<file path="config.mk">
export PLATFORM = sky130hd
export DESIGN_NAME = lsu_stage
export DESIGN_NICKNAME = d
export VERILOG_FILES = /design/src/rtl/lsu_stage.sv
export SDC_FILE = /design/constraint.sdc
export NUM_CORES = 1
export LEC_CHECK = 0
export CAP_MARGIN = 10
export CORE_ASPECT_RATIO = 0.8
export CORE_MARGIN = 2
export CORE_UTILIZATION = 39
export DETAILED_ROUTE_END_ITERATION = 16
export PLACE_DENSITY = 0.79
export SLEW_MARGIN = 20
export SYNTH_ARGS = -nofsm -noshare
export SYNTH_HDL_FRONTEND = slang
export SYNTH_SLANG_ARGS = --single-unit
export TNS_END_PERCENT = 100
</file>
<file path="constraint.sdc">
create_clock -name clk -period 2.5 [get_ports clk]
set_input_delay 0.5 -clock clk [delete_from_list [all_inputs] [get_ports clk]]
set_output_delay 0.5 -clock clk [all_outputs]
set_load 0.02 [all_outputs]
</file>
<file path="src/rtl/lsu_stage.sv">
// Load/store stage: accepts one op from execute, runs one memory access, retires via a one-cycle writeback pulse.
// Latency: non-memory ops retire 1 cycle after accept; loads retire 1 cycle after the response; stores 1 cycle after the request handshake.
// Backpressure: ex_ready is high only in IDLE; the request is held stable until mem_req_ready; WAIT gives up after RESP_TIMEOUT cycles.
//
// Ports: clk/reset_n (async active-low); ex_* execute handshake and operands; flush kills the in-flight op;
//        mem_req_* request channel; mem_resp_* response channel; wb_* retire pulse; bus_err/misalign_trap error pulses.
// Optional feature: define LSU_MISALIGN_TRAP_EN to trap misaligned loads/stores instead of aligning them down.
module lsu_stage #(
    parameter int RESP_TIMEOUT = 255
) (
    input  logic        clk,
    input  logic        reset_n,
    input  logic        ex_valid,
    output logic        ex_ready,
    input  logic [63:0] ex_result,
    input  logic [63:0] ex_store_data,
    input  logic [6:0]  ex_opcode,
    input  logic [2:0]  ex_funct3,
    input  logic [4:0]  ex_rd,
    input  logic        flush,
    output logic        mem_req_valid,
    input  logic        mem_req_ready,
    output logic [63:0] mem_req_addr,
    output logic        mem_req_we,
    output logic [63:0] mem_req_wdata,
    output logic [7:0]  mem_req_wstrb,
    input  logic        mem_resp_valid,
    input  logic [63:0] mem_resp_data,
    output logic        wb_valid,
    output logic        wb_we,
    output logic [4:0]  wb_rd,
    output logic [63:0] wb_data,
    output logic        bus_err,
    output logic        misalign_trap
);
    localparam logic [1:0] S_IDLE = 2'd0;
    localparam logic [1:0] S_REQ  = 2'd1;
    localparam logic [1:0] S_WAIT = 2'd2;
    localparam logic [1:0] S_DONE = 2'd3;

    localparam logic [6:0] OP_LOAD   = 7'b0000011;
    localparam logic [6:0] OP_STORE  = 7'b0100011;
    localparam logic [6:0] OP_BRANCH = 7'b1100011;

    // Counter only needs to reach RESP_TIMEOUT-1 (the last WAIT cycle).
    localparam int CW = (RESP_TIMEOUT < 3) ? 1 : $clog2(RESP_TIMEOUT);

    // Offset bits that must be zero for a naturally aligned access of this size.
    function automatic logic [2:0] f_low_mask(input logic [1:0] sz);
        case (sz)
            2'd0:    return 3'b000;
            2'd1:    return 3'b001;
            2'd2:    return 3'b011;
            default: return 3'b111;
        endcase
    endfunction

    logic [1:0]    r_state;
    logic          r_live;
    logic [63:0]   r_addr;
    logic [63:0]   r_sdata;
    logic [6:0]    r_opcode;
    logic [2:0]    r_funct3;
    logic [4:0]    r_rd;
    logic [63:0]   r_ldata;
    logic [CW-1:0] r_cnt;
    logic          r_kill;
    logic          r_err;

    logic          w_is_load;
    logic          w_is_store;
    logic [1:0]    w_size;
    logic [2:0]    w_off;
    logic [7:0]    w_size_mask;
    logic [63:0]   w_resp_sh;
    logic [63:0]   w_ld_ext;
    logic          w_accept;
    logic          w_ex_mem;
    logic          w_ex_mis;
    logic          w_mis;
    logic          w_in_req;
    logic          w_done;

    assign w_is_load  = (r_opcode == OP_LOAD);
    assign w_is_store = (r_opcode == OP_STORE);
    assign w_size     = r_funct3[1:0];
    // Align down to the access size; with trapping enabled misaligned ops never reach REQ, so this is a no-op there.
    assign w_off      = r_addr[2:0] & ~f_low_mask(w_size);
    assign w_resp_sh  = mem_resp_data >> {w_off, 3'b000};
    assign w_accept   = ex_valid && ex_ready && !flush;
    assign w_ex_mem   = (ex_opcode == OP_LOAD) || (ex_opcode == OP_STORE);
    assign w_in_req   = (r_state == S_REQ);
    assign w_done     = (r_state == S_DONE);

    always_comb begin
        w_size_mask = 8'hFF;
        case (w_size)
            2'd0:    w_size_mask = 8'h01;
            2'd1:    w_size_mask = 8'h03;
            2'd2:    w_size_mask = 8'h0F;
            default: w_size_mask = 8'hFF;
        endcase
    end

    // funct3[2]=1 selects zero-extension (LBU/LHU/LWU).
    always_comb begin
        w_ld_ext = w_resp_sh;
        case (w_size)
            2'd0:    w_ld_ext = r_funct3[2] ? {56'd0, w_resp_sh[7:0]}
                                            : {{56{w_resp_sh[7]}}, w_resp_sh[7:0]};
            2'd1:    w_ld_ext = r_funct3[2] ? {48'd0, w_resp_sh[15:0]}
                                            : {{48{w_resp_sh[15]}}, w_resp_sh[15:0]};
            2'd2:    w_ld_ext = r_funct3[2] ? {32'd0, w_resp_sh[31:0]}
                                            : {{32{w_resp_sh[31]}}, w_resp_sh[31:0]};
            default: w_ld_ext = w_resp_sh;
        endcase
    end

`ifdef LSU_MISALIGN_TRAP_EN
    logic r_mis;
    assign w_ex_mis      = w_ex_mem && |(ex_result[2:0] & f_low_mask(ex_funct3[1:0]));
    assign w_mis         = r_mis;
    assign misalign_trap = w_done && r_mis;

    always_ff @(posedge clk or negedge reset_n) begin
        if (!reset_n) begin
            r_mis <= 1'b0;
        end else if (w_accept) begin
            r_mis <= w_ex_mis;
        end
    end
`else
    assign w_ex_mis      = 1'b0;
    assign w_mis         = 1'b0;
    assign misalign_trap = 1'b0;
`endif

    always_ff @(posedge clk or negedge reset_n) begin
        if (!reset_n) begin
            r_state  <= S_IDLE;
            r_live   <= 1'b0;
            r_addr   <= '0;
            r_sdata  <= '0;
            r_opcode <= '0;
            r_funct3 <= '0;
            r_rd     <= '0;
            r_ldata  <= '0;
            r_cnt    <= '0;
            r_kill   <= 1'b0;
            r_err    <= 1'b0;
        end else begin
            // Holds ex_ready low until the first edge after reset release.
            r_live <= 1'b1;
            case (r_state)
                S_IDLE: begin
                    if (w_accept) begin
                        r_addr   <= ex_result;
                        r_sdata  <= ex_store_data;
                        r_opcode <= ex_opcode;
                        r_funct3 <= ex_funct3;
                        r_rd     <= ex_rd;
                        r_kill   <= 1'b0;
                        r_err    <= 1'b0;
                        r_state  <= (w_ex_mem && !w_ex_mis) ? S_REQ : S_DONE;
                    end
                end
                S_REQ: begin
                    if (mem_req_ready) begin
                        // Handshake already happened: the access must finish, only the retire is suppressed.
                        if (flush) r_kill <= 1'b1;
                        r_cnt   <= '0;
                        r_state <= w_is_load ? S_WAIT : S_DONE;
                    end else if (flush) begin
                        r_state <= S_IDLE;
                    end
                end
                S_WAIT: begin
                    if (flush) r_kill <= 1'b1;
                    // A response on the timeout cycle takes priority.
                    if (mem_resp_valid) begin
                        r_ldata <= w_ld_ext;
                        r_state <= S_DONE;
                    end else if (r_cnt == CW'(RESP_TIMEOUT - 1)) begin
                        r_err   <= 1'b1;
                        r_state <= S_DONE;
                    end else begin
                        r_cnt <= r_cnt + CW'(1);
                    end
                end
                default: begin
                    // Flush here is handled combinationally on wb_we; the op leaves this cycle anyway.
                    r_kill  <= 1'b0;
                    r_err   <= 1'b0;
                    r_state <= S_IDLE;
                end
            endcase
        end
    end

    assign ex_ready      = r_live && (r_state == S_IDLE);
    assign mem_req_valid = w_in_req;
    assign mem_req_addr  = w_in_req ? {r_addr[63:3], 3'b000} : 64'd0;
    assign mem_req_we    = w_in_req && w_is_store;
    assign mem_req_wdata = w_in_req ? (r_sdata << {w_off, 3'b000}) : 64'd0;
    assign mem_req_wstrb = w_in_req ? (w_size_mask << w_off) : 8'd0;

    assign wb_valid = w_done;
    assign wb_rd    = w_done ? r_rd : 5'd0;
    assign wb_data  = w_done ? (w_is_load ? r_ldata : r_addr) : 64'd0;
    assign wb_we    = w_done && !w_is_store && (r_opcode != OP_BRANCH) && (r_rd != 5'd0)
                      && !r_kill && !flush && !r_err && !w_mis;
    assign bus_err  = w_done && r_err;

endmodule

</file>
---- Yosys cells after proc, flatten, opt, wreduce, memory -nomap -nowiden ----
Cells that the tools add are included.
storage, ports and cells
  register bits after elaboration ......... 220
  logic and storage cells ................. 93
operators by class
  muxes and demuxes ....................... 31
  bitwise logic cells ..................... 3
  equal/unequal tests ..................... 18
  reduce and logical (&&, ||, !) cells .... 26
  shift operators ......................... 3
  $add $sub $neg .......................... 1
operator list
  operator                                             count
  two-way mux 64 bit                                   7
  case mux 64 bit (3 select lines)                     1
  << shifter 64 x 6 -> 64 bit                          1
  right shift 64 x 6 -> 64 bit                         1
  two-way mux 8 bit                                    4
  case mux 8 bit (3 select lines)                      1
  case mux 8 bit (2 select lines)                      1
  equality test 7 x 2 -> 1 bit, second input constant  2
  equality test 7 x 6 -> 1 bit, second input constant  2
  two-way mux 2 bit                                    6
  logical AND 1 bit                                    11
  != test 2 bit, second input constant                 5
  case mux 3 bit (3 select lines)                      1
  adder 8 x 1 -> 8 bit, second input constant          1
  equality test 8 bit, second input constant           1
  AND reduction 4 bit                                  2
  << shifter 8 x 3 -> 8 bit                            1
  != test 7 bit, second input constant                 1
  equality test 2 bit, second input constant           3
  two-way mux 1 bit                                    6
  != test 3 bit, second input constant                 2
  case mux 1 bit (3 select lines)                      2
  case mux 2 bit (3 select lines)                      1
  AND reduction 2 bit                                  3
  11 further kinds                                     16

---- Depth between registers and ports, before layout ----
  depth in word-level cells ............... 8
  mapped depth ............................ 10

---- Worst setup path before layout ----
OpenSTA, ideal clock, no wires.
  path kind ............................... register to output
  start point ............................. register r_funct3[1]
  end point ............................... output port mem_req_wdata[53]
  arrival time ............................ 2.198 ns
  setup slack ............................. -0.198 ns
  stages on the path, launching flop included .. 10
  buffers on the path ..................... 3
  required time ........................... 2.000 ns
  cell sequence ........................... dfrtp_1 > buf_2 > or3b_1 > clkbuf_1 > nor2_1 > buf_2 > nand2_1 > o21ai_0 > nand2_1 > a21boi_0
on the way
  cells in the longest elaborated chain, start to end .. 6
RTL lines
  element                                            line  RTL
  from (decl)                                        63    logic [2:0] r_funct3;
  from (signal assigned)                             160   r_funct3 <= ex_funct3;
  equality test 2 bit, or another cell as far along  50    case (sz)
  case mux 3 bit (3 select lines) *                  50
  NOT 3 bit *                                        88    assign w_off = r_addr[2:0] & ~f_low_mask(w_size);
  bitwise AND 3 bit *                                88
  << shifter 64 x 6 -> 64 bit *                      204   assign mem_req_wdata = w_in_req ? (r_sdata << {w_off, 3'b000}) : 64'd0;
  two-way mux 64 bit *                               204
  to (decl)                                          25    output logic [63:0] mem_req_wdata,
Mark *: on every way between the ends. The rest lies on a longest branch, timed or not.

---- Worst setup path after layout ----
  start point ............................. register r_funct3[1]
  end point ............................... output port mem_req_wdata[25]
The elaborated chain is that of the path after synthesis.

==> impl_metrics.xml <==
<?xml version="1.0" encoding="UTF-8"?>
<metrics>
  <group name="status">
    <metric name="outcome" unit="">finished with violations</metric>
    <metric name="violations" unit="">negative setup slack</metric>
  </group>
  <group name="floorplan">
    <metric name="coreArea" unit="um2">34500</metric>
    <metric name="floorplan.initialDensity" unit="">0.393</metric>
    <metric name="design.portCount" unit="">425</metric>
    <metric name="number_of_placement_rows" unit="">61</metric>
    <metric name="die_height" unit="um">171</metric>
    <metric name="fp.dieArea" unit="um2">36300</metric>
    <metric name="die_width" unit="um">212</metric>
  </group>
  <group name="power">
    <metric name="power_density" unit="nW/um2">1350</metric>
    <metric name="vdd.ir_drop.worst" unit="uV">672</metric>
    <metric name="power_leakage" unit="uW">0.0105</metric>
  </group>
  <group name="placed_design">
    <metric name="globalplace.congestion" unit="">0.965</metric>
    <metric name="post-place-ws" unit="ps">-498</metric>
    <metric name="hpwlAfterDp" unit="um">43000</metric>
    <metric name="io_buffers" unit="">420</metric>
    <metric name="dp_cells" unit="">2462</metric>
  </group>
  <group name="finish">
    <metric name="num-nets-final" unit="">2369</metric>
    <metric name="layout.cells.most_common_list" unit="">sky130_fd_sc_hd__nand2_1 (263), sky130_fd_sc_hd__dfrtp_1 (219), sky130_fd_sc_hd__clkdlybuf4s50_1 (211)</metric>
    <metric name="utilization" unit="">0.689</metric>
    <metric name="fillCellCount" unit="">2536</metric>
    <metric name="layout-area-overhead-vs-synth" unit="%">75.3</metric>
    <metric name="mostFrequentLayoutCell" unit="">sky130_fd_sc_hd__nand2_1</metric>
    <metric name="final_layout_size_suffix_gt1_frac" unit="">0.431</metric>
    <metric name="layoutNonFillerInstCount" unit="">2647</metric>
  </group>
  <group name="detailed_routing">
    <metric name="drt_pre_antenna_iters" unit="">7</metric>
    <metric name="detailed_route_wl" unit="um">64100</metric>
    <metric name="via_per_inst" unit="">5.71</metric>
    <metric name="drt_iter0_markers" unit="">1475</metric>
    <metric name="drc" unit="">0</metric>
    <metric name="vias" unit="">15100</metric>
    <metric name="route.detailed.wl_per_inst" unit="um">24.2</metric>
    <metric name="drt.antenna.violating_nets" unit="">0</metric>
  </group>
  <group name="global_route">
    <metric name="grt_pass1_wl" unit="um">89600</metric>
    <metric name="global_route.usage.total" unit="">0.328</metric>
    <metric name="number_of_global_route_vias_before_repair" unit="">14500</metric>
    <metric name="overflow" unit="">0</metric>
    <metric name="grt_max_degree" unit="">63</metric>
    <metric name="antenna_found_initial" unit="">10</metric>
  </group>
  <group name="synthesis">
    <metric name="netlist_instances" unit="">1549</metric>
    <metric name="post_synthesis_instance_area" unit="um2">13600</metric>
    <metric name="synth.yosys.warnings" unit="">0</metric>
    <metric name="ys_seq_elements" unit="">220</metric>
    <metric name="ys_types" unit="">68</metric>
    <metric name="post_synth.cell_area_avg" unit="um2">8.75</metric>
    <metric name="synth-edff-count" unit="">0</metric>
    <metric name="seq_area_frac_synth" unit="">0.406</metric>
    <metric name="postSynth.asyncResetShare" unit="">1.00</metric>
    <metric name="synth_ff_type" unit="">sky130_fd_sc_hd__dfrtp_1</metric>
  </group>
  <group name="timing">
    <metric name="timing.final.max_slew_violations" unit="">0</metric>
    <metric name="final.period_utilization" unit="">1.22</metric>
    <metric name="relSlewSlack" unit="">0.630</metric>
    <metric name="grt_setup_unrepaired" unit="">yes</metric>
    <metric name="fmax" unit="MHz">328</metric>
    <metric name="postLayoutSetupSlackWorst" unit="ps">-553</metric>
    <metric name="setup_tns" unit="ps">-66360</metric>
    <metric name="worst_margin_pin_slew" unit="ps">555</metric>
    <metric name="fin_crit" unit="ps">3050</metric>
    <metric name="final.setup_skew" unit="ps">14.7</metric>
    <metric name="timing.hold.ws" unit="ps">509</metric>
    <metric name="hold_viol_final" unit="">0</metric>
    <metric name="final_number_of_setup_violating_endpoints" unit="">191</metric>
  </group>
  <group name="critical_path">
    <metric name="crit_path_end_kind" unit="">output port</metric>
    <metric name="worst-endpoint-required" unit="ps">2000</metric>
    <metric name="cp_max_fo" unit="">5</metric>
    <metric name="crit_path_start_kind" unit="">flop</metric>
    <metric name="critical_path_class" unit="">flop to output port</metric>
    <metric name="critical_path.reg2reg.endpoint" unit="">r_ldata[58]</metric>
    <metric name="crit_arrival" unit="ps">2550</metric>
    <metric name="r2r_setup_slack" unit="ps">-350</metric>
    <metric name="r2r_cells" unit="">12</metric>
    <metric name="reg2reg_from" unit="">r_funct3[1]</metric>
  </group>
  <group name="cts">
    <metric name="tritoncts" unit="">built</metric>
    <metric name="path_clk_slew" unit="ps">60</metric>
    <metric name="worstSkewPairLatency" unit="ps">540</metric>
    <metric name="cts_num_sinks" unit="">220</metric>
    <metric name="cts_max_path_buffers" unit="">3</metric>
    <metric name="cts-root-buf" unit="">sky130_fd_sc_hd__clkbuf_16</metric>
    <metric name="cts_inserted_buffers" unit="">25</metric>
    <metric name="htree_levels" unit="">1</metric>
  </group>
  <group name="worst_hold_path">
    <metric name="hold_class" unit="">input port to async pin</metric>
  </group>
  <group name="job">
    <metric name="maxCapViolations" unit="">0</metric>
  </group>
</metrics>
## stage by stage
step / total power [uW] / instance area [um2]
finish: 32200 / 23800
global route: 33500 / 23800
CTS: 29100 / 22100
detailed placement: 21900 / 19200
global placement: 21600 / 19200
floorplan: 14900 / 13600
## worst max-delay path by stage
stage	startpoint	end	cells past startpoint
finish	r_funct3[1]	mem_req_wdata[25]	10
global route	r_funct3[1]	mem_req_wdata[25]	10
CTS	r_opcode[4]	wb_data[0]	9
detailed placement	r_opcode[3]	wb_data[37]	7
global placement	r_opcode[3]	wb_data[1]	6
floorplan	r_funct3[1]	mem_req_wdata[53]	9
## Yosys cell counts (2+ instances only)
master,instances,area (um2)
sky130_fd_sc_hd__mux2i_1,56,561
sky130_fd_sc_hd__dfrtp_1,220,5510
sky130_fd_sc_hd__nand3_1,55,275
sky130_fd_sc_hd__a22oi_1,3,22.5
sky130_fd_sc_hd__a21o_1,2,15.0
sky130_fd_sc_hd__a31oi_1,8,50.1
sky130_fd_sc_hd__buf_1,11,41.3
sky130_fd_sc_hd__nand4_1,5,31.3
sky130_fd_sc_hd__a21boi_0,82,616
sky130_fd_sc_hd__clkbuf_1,90,338
sky130_fd_sc_hd__o221ai_1,8,70.1
sky130_fd_sc_hd__o31ai_1,5,37.5
sky130_fd_sc_hd__a311oi_1,11,96.3
sky130_fd_sc_hd__o21bai_1,3,22.5
sky130_fd_sc_hd__a32oi_1,8,70.1
sky130_fd_sc_hd__nor4_1,5,31.3
sky130_fd_sc_hd__xor2_1,2,17.5
sky130_fd_sc_hd__mux2_2,146,1640
sky130_fd_sc_hd__and2_1,87,544
sky130_fd_sc_hd__or3_1,5,31.3
sky130_fd_sc_hd__o32a_1,8,80.1
sky130_fd_sc_hd__nor2_1,102,383
sky130_fd_sc_hd__buf_6,4,45.0
sky130_fd_sc_hd__a211oi_1,3,22.5
sky130_fd_sc_hd__buf_2,17,85.1
sky130_fd_sc_hd__nand2b_1,4,25.0
sky130_fd_sc_hd__o22a_1,8,70.1
sky130_fd_sc_hd__a21oi_1,68,340
sky130_fd_sc_hd__inv_1,5,18.8
sky130_fd_sc_hd__nand2_1,359,1350
sky130_fd_sc_hd__nor2b_1,31,194
sky130_fd_sc_hd__buf_4,4,30.0
sky130_fd_sc_hd__o311a_1,4,40.0
sky130_fd_sc_hd__a22o_1,2,17.5
sky130_fd_sc_hd__ha_1,7,87.6
sky130_fd_sc_hd__nor3b_1,2,15.0
sky130_fd_sc_hd__o21ai_0,52,260
sky130_fd_sc_hd__conb_1,2,7.51
sky130_fd_sc_hd__o21a_1,2,15.0
sky130_fd_sc_hd__a21oi_2,10,87.6
sky130_fd_sc_hd__a221oi_1,5,43.8
sky130_fd_sc_hd__and3_1,12,75.1
## per-layer routing
| metal | vias to the layer above | share of wire | GRT usage |
|---|---|---|---|
| met4 | 2 | 0.032 | 0.0778 |
| met1 | 7474 | 0.41 | 0.458 |
| met2 | 900 | 0.45 | 0.513 |
| li1 | 6565 | - | - |
| met5 | - | 0.00017 | 0 |
| met3 | 163 | 0.11 | 0.0787 |
## worst max-delay path, stage by stage (launching register included)
cell                      delay (ps)
sky130_fd_sc_hd__dfrtp_1         400
sky130_fd_sc_hd__buf_6           150
sky130_fd_sc_hd__nor3b_4         240
sky130_fd_sc_hd__buf_4           160
sky130_fd_sc_hd__buf_12          120
sky130_fd_sc_hd__mux2i_1         240
sky130_fd_sc_hd__buf_4           200
sky130_fd_sc_hd__a21oi_4          70
sky130_fd_sc_hd__buf_4           140
sky130_fd_sc_hd__nor2b_1         120
sky130_fd_sc_hd__buf_4           160
## report_power, final
part | switching (uW) | leakage (uW) | internal, uW
combinational | 10600 | 0.00751 | 10400
clock | 1590 | 0.000381 | 2140
sequential | 2130 | 0.00264 | 5280
total | 14300 | 0.0105 | 17800
## registers in the layout, indices dropped and copies added (netlist names)
signal and count:
r_state 2, r_kill 1, r_ldata 64, r_opcode 7, r_cnt 8, r_sdata 64, r_addr 64, r_err 1
r_funct3 3, r_rd 5, r_live 1
## cells by family after synthesis
| family | Yosys count | share of synthesized area |
|---|---|---|
| and+or+nand+nor | 680 | 0.226 |
| AOI/OAI and AO/OA | 303 | 0.154 |
| DFF | 220 | 0.406 |
| muxes | 202 | 0.163 |
| buffers and inverters | 133 | 0.0426 |
| adders and majority gates | 7 | 0.00646 |
| other | 2 | 0.000554 |
| xor gates and xnor gates | 2 | 0.00129 |
## area by class of cell
class	count	area (um2)	area share
Antenna cell	9	22.5	0.000948
Clock buffer	34	689	0.0290
Clock inverter	10	114	0.00479
Inverter	6	26.3	0.00111
Multi-Input combinational cell	1199	9380	0.395
Sequential cell	220	5510	0.232
Tap cell	472	591	0.0249
Timing Repair Buffer	697	7430	0.313
## repair_timing
item,CTS,global route
setup endpoints to repair,260,225
endpoints found under the hold margin,57,0
pin swaps,123,112
hold buffers,1,0
cloned,17,4
gates resized for setup,1051,351
buffers inserted,83,44
Note: power is estimated with default switching activity, not from simulation.
==> RTL edit (same flow settings) <==
Set the parameter `RESP_TIMEOUT` to 510 (it was 255).
--- a/src/rtl/lsu_stage.sv
+++ b/src/rtl/lsu_stage.sv
@@ -6,7 +6,7 @@
 //        mem_req_* request channel; mem_resp_* response channel; wb_* retire pulse; bus_err/misalign_trap error pulses.
 // Optional feature: define LSU_MISALIGN_TRAP_EN to trap misaligned loads/stores instead of aligning them down.
 module lsu_stage #(
-    parameter int RESP_TIMEOUT = 255
+    parameter int RESP_TIMEOUT = 510
 ) (
     input  logic        clk,
     input  logic        reset_n,
Behaviour: same outputs for any inputs over 4 cycles, from zero or initial values and one cycle with reset_n low; that may be too few to reach the edited logic, so the function may still have changed.
==> RTL edit against the unedited design <==
The run still ends with negative setup slack left. Non-clock buffer count down 27. Maximum frequency decreased by 3.7%. Worst setup slack worse by 0.12 ns. Sequential cell count up 1. Count of clock-buffer cells in the layout up 6. Cell area shrank 0.83%. Synthesized area grew 1.1%. Routed wire length shrank 0.29%. Sequential power about the same. Synthesized cell count shrank 3.7%. Worst hold slack better by 0.0077 ns. Power decreased by 1.7%. Largest power group unchanged.
==> RTL edit: results (changes against the unedited design) <==
- Run status: finished with violations (unchanged).
- Violations in the final reports: negative setup slack (unchanged).
- The classification of the worst-slack hold path is flip-flop to flip-flop (was input port to async pin).
- The final sum of negative setup slack is -50.22 ns (was -66.36 ns).
- The number of DRC markers after the initial detailed-route iteration is 1210 (was 1475).
- The largest fanout on the critical path is 6 (was 5).
- The overall routing resource usage is 32.2% (was 32.8%).
- The fraction of the mapped netlist area in compound gates came to 15.5% (was 15.4%).
- The final worst setup slack is -0.669 ns (was -0.553 ns).
- The clock latency reported for the late side of the worst-skew pair was 0.57 ns (was 0.54 ns).
- The clock group power was 0.00414 W (was 0.00373 W).
- The pin count of the biggest net entering global routing is 81 (was 63).
- The post-layout total power is 0.0316 W (was 0.0322 W).
- The slew at the pin closest to its max-slew limit is 0.723 ns (was 0.555 ns).
- The share of final-layout standard cells stronger than drive strength 1 came to 46.3% (was 43.1%).
- The switching portion of total power was 43.7% (was 44.5%).
- Most instantiated cells after synthesis: sky130_fd_sc_hd__nand2_1 (270), sky130_fd_sc_hd__dfrtp_1 (221), sky130_fd_sc_hd__mux2_2 (148) (was sky130_fd_sc_hd__nand2_1 (359), sky130_fd_sc_hd__dfrtp_1 (220), sky130_fd_sc_hd__mux2_2 (146)).
- The data arrival time at the worst-slack endpoint was 2.67 ns (was 2.55 ns).
- The worst supply voltage drop on vdd came to 0.916 mV (was 0.672 mV).
- The critical-path cell with the highest stage delay is sky130_fd_sc_hd__or3b_4 (was sky130_fd_sc_hd__dfrtp_1).
- The post-synthesis share of cell area spent on full adders, half adders and majority gates is 0.640% (was 0.646%).
- The post-synthesis sequential area ratio is 40.4% (was 40.6%).
- The total of endpoints with negative setup slack in the final report came to 187 (was 191).
- The distinct cell type count after synthesis is 59 (was 68).
- The first-pass GRT wire length is 89300 um (was 89600 um).
- The largest clock skew in the final design is 0.0223 ns (was 0.0147 ns).
- The xor and xnor fraction of the mapped netlist area is 0.320% (was 0.129%).
- The final weighted congestion in routability-driven placement is 0.936 (was 0.965).
- The total via count in the routed design is 14900 (was 15100).
- Top area cells in the synthesized netlist: sky130_fd_sc_hd__dfrtp_1 (40%), sky130_fd_sc_hd__mux2_2 (12%), sky130_fd_sc_hd__nand2_1 (7.4%), sky130_fd_sc_hd__a21boi_0 (4.8%), sky130_fd_sc_hd__and2_1 (4.0%) (was sky130_fd_sc_hd__dfrtp_1 (41%), sky130_fd_sc_hd__mux2_2 (12%), sky130_fd_sc_hd__nand2_1 (9.9%), sky130_fd_sc_hd__a21boi_0 (4.5%), sky130_fd_sc_hd__mux2i_1 (4.1%)).
- The final-layout fill cell count came to 2538 (was 2536).
[RTL edit: repair_timing]
action | 4_1_cts | 5_1_grt
pin swaps | 49 | 142
hold buffers | 1 | 0
setup endpoints to repair | 213 | 241
resized for setup | 1087 | 490
hold endpoints to repair | 74 | 0
cloned | 15 | 6
setup buffers | 56 | 48
[RTL edit: final cells by class]
class	instances	area share [%]
Antenna cell	6	0.0637
Clock buffer	40	3.50
Clock inverter	9	0.446
Inverter	8	0.143
Multi-Input combinational cell	1129	39.8
Sequential cell	221	23.5
Tap cell	472	2.51
Timing Repair Buffer	670	30.1
[RTL edit: layer usage]
| metal | part of all wire [%] | vias to the layer above | global-route usage, % |
|---|---|---|---|
| met3 | 10 | 251 | 8.89 |
| li1 | - | 6398 | - |
| met5 | 0.10 | - | 0 |
| met1 | 37 | 7366 | 38.2 |
| met4 | 5.4 | 10 | 15.6 |
| met2 | 48 | 922 | 54.0 |
[RTL edit: kinds of logic (layout without fill, tap and decap cells)]
group,Yosys count,count (layout)
XOR/XNOR,5,5
adder cells (fa/ha/maj),7,7
other,2,11
AO/OA/AOI/OAI,304,304
buffers and inverters,145,727
AND/OR/NAND/NOR,595,596
flip-flops,221,221
multiplexers,212,212
[RTL edit: through the flow]
| stage | hold slack [ns] | setup slack [ns] | cells | instance area [um2] |
|---|---|---|---|---|
| after global placement | 0.483 | -0.400 | 2393 | 19400 |
| after CTS | 0.515 | -0.607 | 2508 | 21800 |
| after floorplan | 0.204 | 0.000990 | 1494 | 13700 |
| final | 0.517 | -0.669 | 2555 | 23600 |
| after detailed placement | 0.497 | -0.389 | 2393 | 19400 |
| after global routing | 0.526 | -0.733 | 2552 | 23600 |
[RTL edit: final timing paths]
kind	startpoint	depth (start not counted)	slack [ns]	to
setup / recovery	r_funct3[1]$_DFFE_PN0P_	8	-0.67	mem_req_wdata[62]
hold / removal	r_sdata[60]$_DFFE_PN0P_	1	0.52	r_sdata[60]$_DFFE_PN0P_
setup reg to reg	r_funct3[1]$_DFFE_PN0P_	8	-0.05	r_ldata[11]$_DFFE_PN0P_
hold reg to reg	r_sdata[60]$_DFFE_PN0P_	1	0.52	r_sdata[60]$_DFFE_PN0P_
max in group asynchronous	reset_n	3	1.21	r_addr[1]$_DFFE_PN0P_
min in group asynchronous	reset_n	2	0.56	r_addr[21]$_DFFE_PN0P_
[RTL edit: critical path, delay by kind of cell (launching register included)]
kind | cells | cell delay (ns)
multiplexers | 2 | 0.42
AO/OA/AOI/OAI | 1 | 0.17
flip-flops | 1 | 0.44
buffers and inverters | 3 | 0.50
AND/OR/NAND/NOR | 2 | 0.57
